===== src/rtl/lane_capture_pkg.sv =====
// Shared types and defaults for the lane capture buffer.
// LANE_CAPTURE_PARITY_EN adds an even-parity bit to each stored word.
package lane_capture_pkg;

  localparam int LANES_DEF = 12;
  localparam int DEPTH_DEF = 8;

`ifdef LANE_CAPTURE_PARITY_EN
  localparam int PAR_W = 1;
`else
  localparam int PAR_W = 0;
`endif

  typedef logic [LANES_DEF-1:0] lane_word_t;

  function automatic logic lane_parity(
    input lane_word_t w
  );
    return ^w;
  endfunction

endpackage


===== src/rtl/lane_sync_fifo.sv =====
// Show-ahead synchronous FIFO with a registered occupancy counter.
// Build option LANE_CAPTURE_PARITY_EN only changes W at the instantiation.
module lane_sync_fifo #(
  parameter int W     = 12,
  parameter int DEPTH = 8,
  parameter int LVL_W = $clog2(DEPTH) + 1
) (
  input  logic             clk,
  input  logic             rst_n,
  input  logic             push_i,
  input  logic [W-1:0]     wdata_i,
  input  logic             pop_i,
  output logic [W-1:0]     rdata_o,
  output logic             full_o,
  output logic             empty_o,
  output logic [LVL_W-1:0] level_o
);

  localparam int PW = LVL_W - 1;

  logic [W-1:0]     mem_q [DEPTH];
  logic [PW-1:0]    wr_q, wr_d;
  logic [PW-1:0]    rd_q, rd_d;
  logic [LVL_W-1:0] lvl_q, lvl_d;
  logic             do_push, do_pop;

  assign empty_o = (lvl_q == '0);
  assign full_o  = (lvl_q == LVL_W'(DEPTH));
  assign level_o = lvl_q;

  assign do_pop  = pop_i & ~empty_o;
  // A pop frees the slot the push needs, so full does not block it.
  assign do_push = push_i & (~full_o | do_pop);

  assign rdata_o = empty_o ? '0 : mem_q[rd_q];

  always_comb begin
    wr_d  = wr_q;
    rd_d  = rd_q;
    lvl_d = lvl_q;
    if (do_push) wr_d = wr_q + PW'(1);
    if (do_pop)  rd_d = rd_q + PW'(1);
    unique case (1'b1)
      do_push & ~do_pop: lvl_d = lvl_q + LVL_W'(1);
      ~do_push & do_pop: lvl_d = lvl_q - LVL_W'(1);
      default:           lvl_d = lvl_q;
    endcase
  end

  always_ff @(posedge clk or negedge rst_n) begin
    if (!rst_n) begin
      wr_q  <= '0;
      rd_q  <= '0;
      lvl_q <= '0;
      for (int i = 0; i < DEPTH; i++) begin
        mem_q[i] <= '0;
      end
    end else begin
      wr_q  <= wr_d;
      rd_q  <= rd_d;
      lvl_q <= lvl_d;
      if (do_push) mem_q[wr_q] <= wdata_i;
    end
  end

endmodule


===== src/rtl/lane_capture_buffer.sv =====
// Captures the 12-lane mesh word and queues it onto a valid/ready stream.
// Define LANE_CAPTURE_PARITY_EN to append even parity as the data MSB.
module lane_capture_buffer
  import lane_capture_pkg::*;
#(
  parameter int LANES = LANES_DEF,
  parameter int DEPTH = DEPTH_DEF,
  parameter int LVL_W = $clog2(DEPTH) + 1
) (
  input  logic                   clk,
  input  logic                   rst_n,
  input  logic [LANES-1:0]       lanes_i,
  input  logic                   sample_en_i,
  input  logic                   on_change_i,
  output logic [LANES+PAR_W-1:0] out_data_o,
  output logic                   out_valid_o,
  input  logic                   out_ready_i,
  output logic [LVL_W-1:0]       level_o,
  output logic                   overflow_o,
  input  logic                   clr_ovf_i
);

  localparam int DW = LANES + PAR_W;

  logic [LANES-1:0] cap_q;
  logic [LANES-1:0] last_q, last_d;
  logic             cap_vld_q;
  logic             ovf_q, ovf_d;
  logic             push_req, push_ok;
  logic             pop, drop;
  logic             full, empty;
  logic [DW-1:0]    wdata;

`ifdef LANE_CAPTURE_PARITY_EN
  assign wdata = {^cap_q, cap_q};
`else
  assign wdata = cap_q;
`endif

  assign pop      = ~empty & out_ready_i;
  assign push_req = cap_vld_q
                  & (~on_change_i | (cap_q != last_q));
  assign push_ok  = push_req & (~full | pop);
  assign drop     = push_req & full & ~pop;

  always_comb begin
    last_d = last_q;
    ovf_d  = ovf_q;
    if (push_ok) last_d = cap_q;
    // A drop in the same cycle as a clear keeps the flag set.
    if (drop) begin
      ovf_d = 1'b1;
    end else if (clr_ovf_i) begin
      ovf_d = 1'b0;
    end
  end

  always_ff @(posedge clk or negedge rst_n) begin
    if (!rst_n) begin
      cap_q     <= '0;
      cap_vld_q <= 1'b0;
      last_q    <= '0;
      ovf_q     <= 1'b0;
    end else begin
      cap_q     <= lanes_i;
      cap_vld_q <= sample_en_i;
      last_q    <= last_d;
      ovf_q     <= ovf_d;
    end
  end

  lane_sync_fifo #(
    .W     (DW),
    .DEPTH (DEPTH),
    .LVL_W (LVL_W)
  ) u_fifo (
    .clk     (clk),
    .rst_n   (rst_n),
    .push_i  (push_req),
    .wdata_i (wdata),
    .pop_i   (pop),
    .rdata_o (out_data_o),
    .full_o  (full),
    .empty_o (empty),
    .level_o (level_o)
  );

  assign out_valid_o = ~empty;
  assign overflow_o  = ovf_q;

endmodule


===== config.mk =====
export PLATFORM = sky130hd
export DESIGN_NAME = lane_capture_buffer
export DESIGN_NICKNAME = d
export VERILOG_FILES = /design/src/rtl/lane_capture_pkg.sv /design/src/rtl/lane_sync_fifo.sv /design/src/rtl/lane_capture_buffer.sv
export SDC_FILE = /design/constraint.sdc
export NUM_CORES = 1
export LEC_CHECK = 0
export ABC_AREA = 1
export CAP_MARGIN = 20
export CORE_ASPECT_RATIO = 0.6
export CORE_MARGIN = 5
export CORE_UTILIZATION = 35
export CTS_CLUSTER_DIAMETER = 120
export DETAILED_ROUTE_END_ITERATION = 10
export SETUP_SLACK_MARGIN = 0.2
export SLEW_MARGIN = 20
export SYNTH_ARGS = -nofsm -noshare
export SYNTH_HDL_FRONTEND = slang
export SYNTH_HIERARCHICAL = 1
export SYNTH_SLANG_ARGS = --single-unit

===== constraint.sdc =====
create_clock -name clk -period 3.5 [get_ports clk]
set_input_delay 0.525 -clock clk [delete_from_list [all_inputs] [get_ports clk]]
set_output_delay 0.525 -clock clk [all_outputs]
set_load 0.005 [all_outputs]

==> results.md, run 1 <==
Outcome:
- The run finished with clean final reports.

Global route:
- The number of antenna violations at the first check in global routing came to 0.
- The number of global-route vias before repair is 4598.
- Global routing finished with a remaining overflow of 0.
- The largest net degree at the start of global routing is 82.
- The global-route wire length before repair is 25000 um.
- The total routing usage reported by global routing is 15.3%.

STA:
- The worst-margin pin slew is 764 ps.
- The final critical-path share of the clock period is 85.1%.
- Setup violations remaining at the end of the flow were counted as 0.
- The number of hold violations in the final report is 0.
- Setup repair after global routing left no endpoint under its margin.
- In this run the tightest slew margin relative to its limit is 49.1%.
- Clock skew on the completed layout was measured at 11.8 ps.
- The final-report max-slew violation count is 0.
- The smallest hold slack is 134 ps.
- The post-route setup TNS is 0 ps.
- The final period demand of the worst path is 2980 ps.
- The maximum clock frequency is 336 MHz.

Synthesis:
- Sequential elements use 52.6% of the synthesized area.
- The cell type with the highest aggregate area in the netlist is sky130_fd_sc_hd__dfrtp_1.
- The most used flip-flop cell after synthesis is sky130_fd_sc_hd__dfrtp_1.
- The instance count of the mapped netlist is 728.
- Yosys attributes the largest share of cell area to sky130_fd_sc_hd__dfrtp_1 (53%), sky130_fd_sc_hd__nand2_1 (11%), sky130_fd_sc_hd__o21ai_1 (6.9%).
- In this run the biggest area consumer among cell types represents 52.6% of the synthesized area.
- The synthesized design contains 132 register bits.
- When the netlist entered floorplanning its net count stood at 751.
- The most frequently used cell type in the post-synthesis netlist is sky130_fd_sc_hd__nand2_1.
- The post-synthesis instance area is 6280 sq um.
- In the synthesized netlist the async set-or-reset flop fraction comes to 100%.
- The total number of yosys warnings is 6.
- The synthesized netlist contains 32 unique library cells.
- The commonest cells after synthesis are sky130_fd_sc_hd__nand2_1 (176), sky130_fd_sc_hd__dfrtp_1 (132), sky130_fd_sc_hd__nor2_1 (106).
- The number of synthesized flops with an enable pin is 0.
- The per-instance average area after synthesis is 8.63 sq um.

Floorplanning:
- The die is 183 um wide.
- The die area is 20800 sq um.
- The area of the core region is 17400 sq um.
- In this run the vertical extent of the chip is 114 um.
- In this run the count of I/O pins placed on the die edge is 36.
- The cell row count is 37.
- Once the floorplan was initialized, standard cells occupied 36.2% of the core.

Routing:
- The detail-routed net length per standard cell is 15.2 um.
- The total length of routed wires is 15200 um.
- The antenna violation net count after detailed routing is 0.
- Across all layers, the routed design uses 4864 vias.
- The first-pass iteration count of the detailed router is 5.
- The number of DRC markers after the initial detailed-route iteration is 501.
- The average vias per placed instance is 4.87.
- After detailed routing, the number of remaining DRC violations is 0.

Clocking:
- The later pin in the worst-skew pair is clocked with a latency of 420 ps.
- After clock tree synthesis, the clock-pin slew on the worst setup and hold paths is 50 ps.
- The post-cts resize count is 0.
- The deepest clock path buffer count is 2.
- The number of buffers added to fix hold violations after cts is 0.
- The clock tree from TritonCTS is built.
- In this run the clock root is driven by a sky130_fd_sc_hd__clkbuf_16.
- The number of clock sinks is 132.
- The total CTS buffers is 17.
- In this run the post-CTS setup repair buffer count came out at 0.
- CTS built an H-tree with a depth of 4.

Critical path:
- The startpoint identified for the worst register-to-register timing path is u_fifo/level_o[2]$_DFFE_PN0P_.
- The required time of the worst setup path is 2970 ps.
- STA puts the critical path data arrival time at 2450 ps.
- The maximum fanout encountered on the critical timing path is 42.
- By startpoint and endpoint, the worst setup path is classified as reg2out.
- The worst reg-to-reg setup slack is 920 ps.
- STA classifies the critical path endpoint as an output port.
- The element type at the critical path start is a flop.
- The number of cells traversed by the worst register-to-register path is 15.
- The endpoint identified for the worst register-to-register timing path is u_fifo/level_o[2]$_DFFE_PN0P_.

Pwr:
- Power comes to 0.00706 W.
- IR analysis of the VDD net gives a maximum drop of 0.389 mV.
- In this run the power density over the cells is 965 nW/um^2.
- Summed over all cells, the static leakage comes to 3.51 nW.

Cells and area:
- From synthesis to final layout, the design area changed by 16.4%.
- Of the cells placed in the final design, the portion with a size suffix greater than 1 is 9.95%.
- The utilization after layout is 42.1%.
- The repair_antennas step left the layout with diodes totalling 0.
- The final non-filler cell area is 7310 sq um.
- In the final design database the tool counted 774 nets.

Place:
- The count of buffers added on input and output ports is 35.
- After detailed placement, the total cell area comes to 6690 sq um.
- The placer congestion estimate is 0.757.
- The half-perimeter wire length after detailed placement is 9280 um.

Worst hold path:
- The path category of the worst min-delay check is in2async.

Job:
- The max capacitance violation total is 0.
==> cells by family (layout without fill, tap and decap cells) <==
kind of cell / Yosys count / in the layout / synth area share [%]
AOI/OAI and AO/OA: 177 / 177 / 15.7
xor gates and xnor gates: 9 / 9 / 1.25
adders and majority gates: 5 / 5 / 0.995
buffers and inverters: 87 / 123 / 7.92
DFF: 132 / 132 / 52.6
and+or+nand+nor: 318 / 318 / 21.5
==> registers in the layout, summed over array words and instances, names as in the netlist <==
| name | count |
|---|---|
| cap_vld_q | 1 |
| u_fifo/mem_q | 96 |
| u_fifo/wr_q | 3 |
| cap_q | 12 |
| last_q | 12 |
| overflow_o | 1 |
| u_fifo/rd_q | 3 |
| u_fifo/level_o | 4 |
==> final cells by class <==
cell class / count / area, sq um
clock buffer: 21 / 470
tap: 234 / 293
inverter: 48 / 188
fill: 1706 / 10000
sequential: 132 / 3300
timing repair buffer: 43 / 424
multi-input combinational: 509 / 2480
clock inverter: 11 / 150
==> worst max path at each step <==
stage	startpoint	endpoint	cells past startpoint
after floorplan	u_fifo/level_o[1]$_DFFE_PN0P_	u_fifo/level_o[2]$_DFFE_PN0P_	15
after global placement	on_change_i	u_fifo/level_o[2]$_DFFE_PN0P_	15
after detailed placement	on_change_i	u_fifo/level_o[2]$_DFFE_PN0P_	15
after CTS	u_fifo/rd_q[0]$_DFFE_PN0P_	out_data_o[9]	7
after global routing	u_fifo/rd_q[0]$_DFFE_PN0P_	out_data_o[9]	6
final	u_fifo/rd_q[0]$_DFFE_PN0P_	out_data_o[9]	7
==> per-layer routing <==
| layer | wire, um | vias up | GRT usage [%] | share of wire (%) |
|---|---|---|---|---|
| met4 | 183 | 0 | 4.61 | 1.2 |
| li1 | - | 2430 | - | - |
| met3 | 823 | 15 | 3.06 | 5.4 |
| met2 | 6210 | 114 | 21.1 | 41 |
| met1 | 7950 | 2305 | 23.8 | 52 |
| met5 | 0 | - | 0 | 0 |
==> stage by stage <==
step	setup slack (ps)	std cells
finish	522	998
global route	369	998
CTS	521	998
detailed placement	754	966
global placement	771	966
floorplan	1020	728
==> report_power, final <==
group / switching, W / internal, W
Clock: 0.000680 / 0.00118
Combinational: 0.00152 / 0.00114
Sequential: 0.000413 / 0.00212
Total: 0.00262 / 0.00444
==> cells in the final DEF, fill, tap and decap left out, drive strengths merged, types with 9 or more instances in the layout <==
cell,n
nand4,13
o22ai,12
dfrtp,132
clkbuf,21
inv,49
buf,9
clkdlybuf4s50,34
nor2,109
o211ai,12
o21ai,151
nand2,189
==> critical path, stage by stage, from the launching register on <==
cell and delay (ps):
sky130_fd_sc_hd__dfrtp_1 370, sky130_fd_sc_hd__inv_1 260, sky130_fd_sc_hd__buf_12 260, sky130_fd_sc_hd__o21ai_0 110, sky130_fd_sc_hd__o22ai_1 150, sky130_fd_sc_hd__nor2_1 60
sky130_fd_sc_hd__nor2_1 230, sky130_fd_sc_hd__clkdlybuf4s50_1 560
Note: power is estimated with default switching activity, not from simulation.
==> run 2, diff against run 1 <==
--- a/config.mk
+++ b/config.mk
@@ -8,7 +8,7 @@
 export ABC_AREA = 1
 export CAP_MARGIN = 20
 export CORE_ASPECT_RATIO = 0.6
-export CORE_MARGIN = 5
+export CORE_MARGIN = 4
 export CORE_UTILIZATION = 35
 export CTS_CLUSTER_DIAMETER = 120
 export DETAILED_ROUTE_END_ITERATION = 10
==> run 2 against run 1 <==
Net effect: combinational power about the same; via count up 0.62%; die area down 2.8%; wire length up 3.5%; total power up 0.78%; sequential power about the same; cell count up 0.10%; critical endpoint unchanged; highest routed layer unchanged.
==> results.md, run 2 (same netlist as run 1, synthesis figures left out) <==
Outcome:
- The run finished with clean final reports.

STA:
- The worst path setup slack after routing is 406 ps (-116 ps).
- The final critical-path share of the clock period is 88.4% (+3.3 points).
- The maximum clock frequency was 323 MHz (-3.7%).
- The final-report max-slew violation count was 0 (unchanged).
- The total setup violations reported at the end of the flow is 0 (unchanged).
- Setup repair after global routing left no endpoint under its margin.
- The worst-margin pin slew was 878 ps (+114 ps).
- The post-route setup TNS came to 0 ps (unchanged).
- The number of hold violations in the final report came to 0 (unchanged).
- The max-slew headroom at the worst pin is 41.5% (-7.6 points).
- The worst clock skew is 8.47 ps (-3.36 ps).
- The final period demand of the worst path is 3090 ps (+116 ps).

Clocking:
- The number of clock sinks is 132 (unchanged).
- TritonCTS built the clock tree.
- The later-pin clock latency in the skew report is 420 ps (about the same).
- The deepest clock path buffer count was 2 (unchanged).
- The number of buffers added to fix hold violations after cts is 0 (unchanged).
- The depth of the CTS H-tree came to 4 (unchanged).
- The total CTS buffers is 17 (unchanged).
- The library cell used as clock root buffer is sky130_fd_sc_hd__clkbuf_16.
- The clock-pin transition on the worst setup and hold timing paths was 60 ps (about the same).

Critical path:
- The required time of the worst setup path is 2970 ps (about the same).
- The element type at the critical path start is a flop.
- The worst path arrival time is 2570 ps (+120 ps).
- The number of cells traversed by the worst register-to-register path is 16 (+1).
- The worst reg-to-reg setup slack came to 910 ps (about the same).
- The launching instance or port of the critical path is u_fifo/rd_q[0]$_DFFE_PN0P_.
- The maximum fanout encountered on the critical timing path is 14 (-67%).
- The worst register-to-register path ends at u_fifo/level_o[2]$_DFFE_PN0P_.
- The classification of the worst setup path is reg2out.
- In this run the critical register-to-register path is launched from u_fifo/level_o[1]$_DFFE_PN0P_.
- The type of destination of the critical path is an output port.
- The timing endpoint of the critical path is out_data_o[9].

Routing:
- The first-pass iteration count of the detailed router is 5 (unchanged).
- The number of DRC markers after the initial detailed-route iteration is 573 (+14%).
- The total length of routed wires came to 15700 um (+3.5%).
- The count of unresolved DRC violations after routing is 0 (unchanged).
- The average vias per placed instance was 4.90 (+0.52%).
- The detail-routed net length per standard cell was 15.7 um (+3.4%).
- The via total after detailed routing came to 4894 (+0.62%).
- The antenna violation net count after detailed routing is 0 (unchanged).

Cells and area:
- The register with the most flip-flops is u_fifo/mem_q.
- The final instance count without filler cells is 999 (+0.10%).
- The net total in the final layout was 776 (+0.26%).
- The number of inserted diodes is 0 (unchanged).
- In the layout the commonest cells are sky130_fd_sc_hd__nand2_1 (176), sky130_fd_sc_hd__dfrtp_1 (131), sky130_fd_sc_hd__nor2_1 (106), sky130_fd_sc_hd__o21ai_1 (87), sky130_fd_sc_hd__o21ai_0 (51).
- The final non-filler cell area is 7320 sq um (+0.15%).
- The signed area change from the synthesized netlist to the final layout is 16.5%.
- The fraction of layout cells with a size suffix above 1 is 10.3% (+0.38 points).
- The number of fillers in the final layout is 1739 (+1.9%).
- The largest registers in the layout are u_fifo/mem_q (96), cap_q (12), last_q (12).
- The commonest non-fill, non-tap cell in the layout is sky130_fd_sc_hd__nand2_1.
- The number of flip-flops in the largest register is 96 (unchanged).

Place:
- The post-detailed-placement cell area is 6710 sq um (+0.22%).
- The number of placed instances, taps included was 968 (+0.21%).
- The half-perimeter wire length after detailed placement is 9700 um (+4.6%).
- The worst setup slack after placement is 747 ps (-6.90 ps).
- The placer congestion estimate is 0.779 (+2.9%).
- The number of buffers added on ports came to 35 (unchanged).

Floorplanning:
- The x dimension of the die is 181 um (-1.1%).
- The area of the core region is 17400 sq um (unchanged).
- The count of boundary I/O pins came to 36 (unchanged).
- The cell row count is 37 (unchanged).
- The die area is 20200 sq um (-2.8%).
- The vertical die dimension came to 112 um (-1.8%).
- The initial core utilization came to 36.2% (unchanged).

Global route:
- The global-route wire length before repair is 25800 um (+3.2%).
- The largest net degree at the start of global routing is 70 (-15%).
- The number of antenna violations at the first check in global routing is 1 (+1).
- The number of global-route vias before repair is 4608 (+0.22%).
- The overflow left after global routing is 0 (unchanged).
- The total routing usage reported by global routing is 16.1% (+0.83 points).

Pwr:
- The total power divided by cell area came to 971 nW/um^2 (+0.62%).
- The static leakage is 3.51 nW (-0.11%).
- The largest voltage drop on the vdd net is 0.546 mV (+40%).

Worst hold path:
- In this run the worst hold path is classified as in2async.

Job:
- The max capacitance violation total is 0 (unchanged).
run 2: final cells by class:
cell class / count / area [sq um] / share of cell area [%]
multi-input combinational: 509 / 2480 / 33.9
tap: 234 / 293 / 4.00
inverter: 48 / 191 / 2.61
timing repair buffer: 45 / 439 / 6.00
clock inverter: 13 / 174 / 2.37
clock buffer: 18 / 439 / 6.00
sequential: 132 / 3300 / 45.1
run 2: metal layers:
layer	wire length (um)	up-vias	GRT usage (%)	part of all wire [%]
met2	6220	137	21.8	40
met5	0	-	0	0
met3	858	15	3.49	5.5
met1	8490	2310	25.4	54
li1	-	2432	-	-
met4	131	0	4.65	0.83
run 2: worst min-delay path by stage:
stage                                       from                           end  cells after the start  slack (ps)
floorplan                                  rst_n            cap_q[0]$_DFF_PN0_                      0         230
global placement    u_fifo/mem_q[82]$_DFFE_PN0P_  u_fifo/mem_q[82]$_DFFE_PN0P_                      2         460
detailed placement  u_fifo/mem_q[14]$_DFFE_PN0P_  u_fifo/mem_q[14]$_DFFE_PN0P_                      2         460
CTS                                        rst_n        overflow_o$_DFFE_PN0P_                      1         130
global route                               rst_n  u_fifo/mem_q[23]$_DFFE_PN0P_                      1         170
finish                                     rst_n  u_fifo/mem_q[59]$_DFFE_PN0P_                      1         110
run 2: power by group:
group	internal, W	leakage (nW)	switching (W)
clock	0.00115	0.290	0.000722
sequential	0.00212	1.64	0.000427
combinational	0.00116	1.58	0.00154
total	0.00442	3.51	0.00269
run 2: timing repair:
item,in CTS,in global routing
resized for setup,0,2
endpoints found under the setup margin,0,1
setup buffers,0,0
run 2: metrics by stage:
step	total power, W	utilization (%)	hold slack [ps]
finish	0.00712	42.2	108
detailed placement	0.00524	38.6	464
global placement	0.00522	38.6	463
global route	0.00769	42.2	167
floorplan	0.00433	-	229
CTS	0.00715	42.2	127
run 2: critical path, cell delays in order (launching register included):
cell and delay (ps):
sky130_fd_sc_hd__dfrtp_1 380, sky130_fd_sc_hd__inv_1 370, sky130_fd_sc_hd__buf_4 250, sky130_fd_sc_hd__nor2_1 50, sky130_fd_sc_hd__o211ai_1 180, sky130_fd_sc_hd__nand2_1 90, sky130_fd_sc_hd__nor2_1 250, sky130_fd_sc_hd__clkdlybuf4s50_1 570
==> run 3, diff against run 2 <==
--- a/config.mk
+++ b/config.mk
@@ -9,7 +9,7 @@
 export CAP_MARGIN = 20
 export CORE_ASPECT_RATIO = 0.6
 export CORE_MARGIN = 4
-export CORE_UTILIZATION = 35
+export CORE_UTILIZATION = 45
 export CTS_CLUSTER_DIAMETER = 120
 export DETAILED_ROUTE_END_ITERATION = 10
 export SETUP_SLACK_MARGIN = 0.2
==> run 3 against run 2 <==
Net effect: clock skew rose by 2.8 ps; sequential power hardly changed; via count up 3.6%; sequential cell count unchanged; wire length fell by 1.9%; fmax increased by 0.62%; worst setup slack gained 19 ps; largest cell class unchanged.
==> results.md, run 3 (same netlist as run 1, synthesis figures left out) <==
Critical path:
- The delay of the slowest cell on the worst path is 570 ps (about the same).
- The path length in cells of the critical path is 7 (unchanged).
- The maximum fanout encountered on the critical timing path was 17 (+3).
- The worst setup path is captured at an output port.
- The required time of the worst setup path was 2970 ps (about the same).
- By startpoint and endpoint, the worst setup path is classified as reg2out.
- The slowest stage of the critical path is the sky130_fd_sc_hd__clkdlybuf4s50_1 cell.
- The number of buffers and inverters on the critical path is 3 (unchanged).
- The worst setup path is launched from a flop.
- By instance count, the cell type seen most on the critical path is sky130_fd_sc_hd__nor2_1.
- The number of cells traversed by the worst register-to-register path is 15 (-1).
- Walking the worst path, the cells encountered are inv_1 -> buf_4 -> nor2_1 -> o22ai_1 -> nor2_1 -> nor2_1 -> clkdlybuf4s50_1.
- The worst path arrival time is 2550 ps (-20 ps).
- Among cell families on the critical path, the largest total delay comes from buffers and inverters.

Cells and area:
- The commonest non-fill, non-tap cell in the layout is sky130_fd_sc_hd__nand2_1.
- The area taken by multi-input logic gates is 2480 sq um (unchanged).
- The area taken by flip-flops and latches was 3300 sq um (about the same).
- The final non-filler cell area is 7300 sq um (-0.34%).
- The largest registers in the layout are u_fifo/mem_q (96), cap_q (12), last_q (12).
- The final instance count without filler cells is 957 (-4.2%).
- The number of fillers in the final layout is 1227 (-29%).
- The area growth from synthesis to layout is 16.1%.
- The number of flip-flops in the largest register is 96 (unchanged).
- The number of inserted diodes is 0 (unchanged).
- The fraction of layout cells with a size suffix above 1 is 9.93% (-0.39 points).
- u_fifo/mem_q holds more flip-flops than any other register.
- In the layout the commonest cells are sky130_fd_sc_hd__nand2_1 (176), sky130_fd_sc_hd__dfrtp_1 (132), sky130_fd_sc_hd__nor2_1 (106), sky130_fd_sc_hd__o21ai_1 (87), sky130_fd_sc_hd__o21ai_0 (51).
- The net total in the final layout is 775 (-0.13%).

Clocking:
- The clock-pin transition on the worst setup and hold timing paths is 60 ps (about the same).
- The root buffer cell chosen for the clock tree is sky130_fd_sc_hd__clkbuf_16.
- The depth of the CTS H-tree is 4 (unchanged).
- The total CTS buffers was 17 (unchanged).
- The deepest clock path buffer count is 2 (unchanged).
- The number of clock sinks came to 132 (unchanged).
- The post-cts resize count is 0 (unchanged).
- The setup fix buffers added after clock tree synthesis is 0 (unchanged).
- The later-pin clock latency in the skew report was 420 ps (about the same).
- The clock tree from TritonCTS is built.
- The number of buffers added to fix hold violations after cts is 0 (unchanged).

STA:
- The post-route setup TNS is 0 ps (unchanged).
- The total setup violations reported at the end of the flow is 0 (unchanged).
- The max-slew headroom at the worst pin is 25.4% (-16 points).
- The maximum clock frequency was 325 MHz (+0.62%).
- The worst-margin pin slew is 1120 ps (+241 ps).
- The number of hold violations in the final report was 0 (unchanged).
- Setup repair after global routing left no endpoint under its margin.
- The worst path setup slack after routing is 425 ps (+19.2 ps).
- The final period demand of the worst path is 3070 ps (-19.2 ps).
- The final-report max-slew violation count is 0 (unchanged).
- The final critical-path share of the clock period is 87.9% (-0.55 points).
- The worst clock skew came to 11.3 ps (+2.83 ps).

Floorplanning:
- The vertical die dimension is 99.5 um (-11%).
- The count of boundary I/O pins is 36 (unchanged).
- The x dimension of the die is 161 um (-11%).
- The die area is 16000 sq um (-21%).
- The area of the core region came to 13700 sq um (-21%).
- The cell row count is 33 (-11%).
- The initial core utilization is 46.0% (+9.8 points).

Routing:
- The number of DRC markers after the initial detailed-route iteration is 562 (-1.9%).
- The via total after detailed routing is 5071 (+3.6%).
- The count of unresolved DRC violations after routing is 0 (unchanged).
- The average vias per placed instance is 5.30 (+8.2%).
- The antenna violation net count after detailed routing is 0 (unchanged).
- The first-pass iteration count of the detailed router is 5 (unchanged).
- The detail-routed net length per standard cell is 16.1 um (+2.4%).
- The total length of routed wires is 15400 um (-1.9%).

Global route:
- The number of global-route vias before repair was 5039 (+9.4%).
- The global-route wire length before repair is 26300 um (+2.1%).
- The overflow left after global routing is 0 (unchanged).
- The largest net degree at the start of global routing is 52 (-26%).
- The number of antenna violations at the first check in global routing is 0 (-1).
- The total routing usage reported by global routing is 20.9% (+4.8 points).

Pwr:
- The static leakage is 3.53 nW (+0.61%).
- The total power divided by cell area is 989 nW/um^2 (+1.8%).
- The largest voltage drop on the vdd net is 0.542 mV (-0.69%).

Place:
- The post-detailed-placement cell area is 6640 sq um (-0.95%).
- The worst setup slack after placement is 684 ps (-62.6 ps).
- The number of buffers added on ports came to 35 (unchanged).
- The half-perimeter wire length after detailed placement is 9540 um (-1.6%).
- The placer congestion estimate is 0.775 (-0.59%).
- The number of placed instances, taps included is 925 (-4.4%).

Job:
- The max capacitance violation total is 0 (unchanged).

Outcome:
- The flow ran to the end, and the final reports show no timing, DRC or antenna violations.

Worst hold path:
- The min-delay analysis places its worst path in the category in2async.
## run 3: metal layers
metal | share of wire, % | routed length (um) | up-vias | global-route usage, %
met5 | 0 | 0 | - | 0
met1 | 49 | 7500 | 2461 | 30.2
met4 | 1.6 | 240 | 0 | 8.06
met3 | 5.8 | 895 | 24 | 3.98
li1 | - | - | 2425 | -
met2 | 44 | 6750 | 161 | 31.2
## run 3: power breakdown
group	switching [W]	internal (W)	total (W)
combinational	0.00156	0.00115	0.00271
sequential	0.000418	0.00212	0.00253
clock	0.000676	0.00130	0.00198
## run 3: final timing paths
check	to	slack, ps	startpoint
min in group clk	u_fifo/mem_q[13]$_DFFE_PN0P_	480	u_fifo/mem_q[13]$_DFFE_PN0P_
max in group asynchronous	u_fifo/mem_q[22]$_DFFE_PN0P_	2450	rst_n
min	u_fifo/mem_q[14]$_DFFE_PN0P_	140	rst_n
max reg2reg	u_fifo/level_o[2]$_DFFE_PN0P_	880	u_fifo/level_o[0]$_DFFE_PN0P_
min reg2reg	u_fifo/mem_q[13]$_DFFE_PN0P_	480	u_fifo/mem_q[13]$_DFFE_PN0P_
max	out_data_o[10]	430	u_fifo/rd_q[0]$_DFFE_PN0P_
## run 3: final cells by class
type	count	share of cell area [%]
tap	192	3.29
multi-input combinational	509	34.0
clock inverter	12	2.74
clock buffer	20	6.26
timing repair buffer	44	5.86
sequential	132	45.3
inverter	48	2.57
## run 3: stage by stage
stage / utilization (%) / hold WS [ps] / power, W
global placement: 48.6 / 462 / 0.00515
floorplan: - / 229 / 0.00433
finish: 53.4 / 136 / 0.00722
global route: 53.4 / 190 / 0.00781
CTS: 53.4 / 168 / 0.00725
detailed placement: 48.6 / 463 / 0.00524
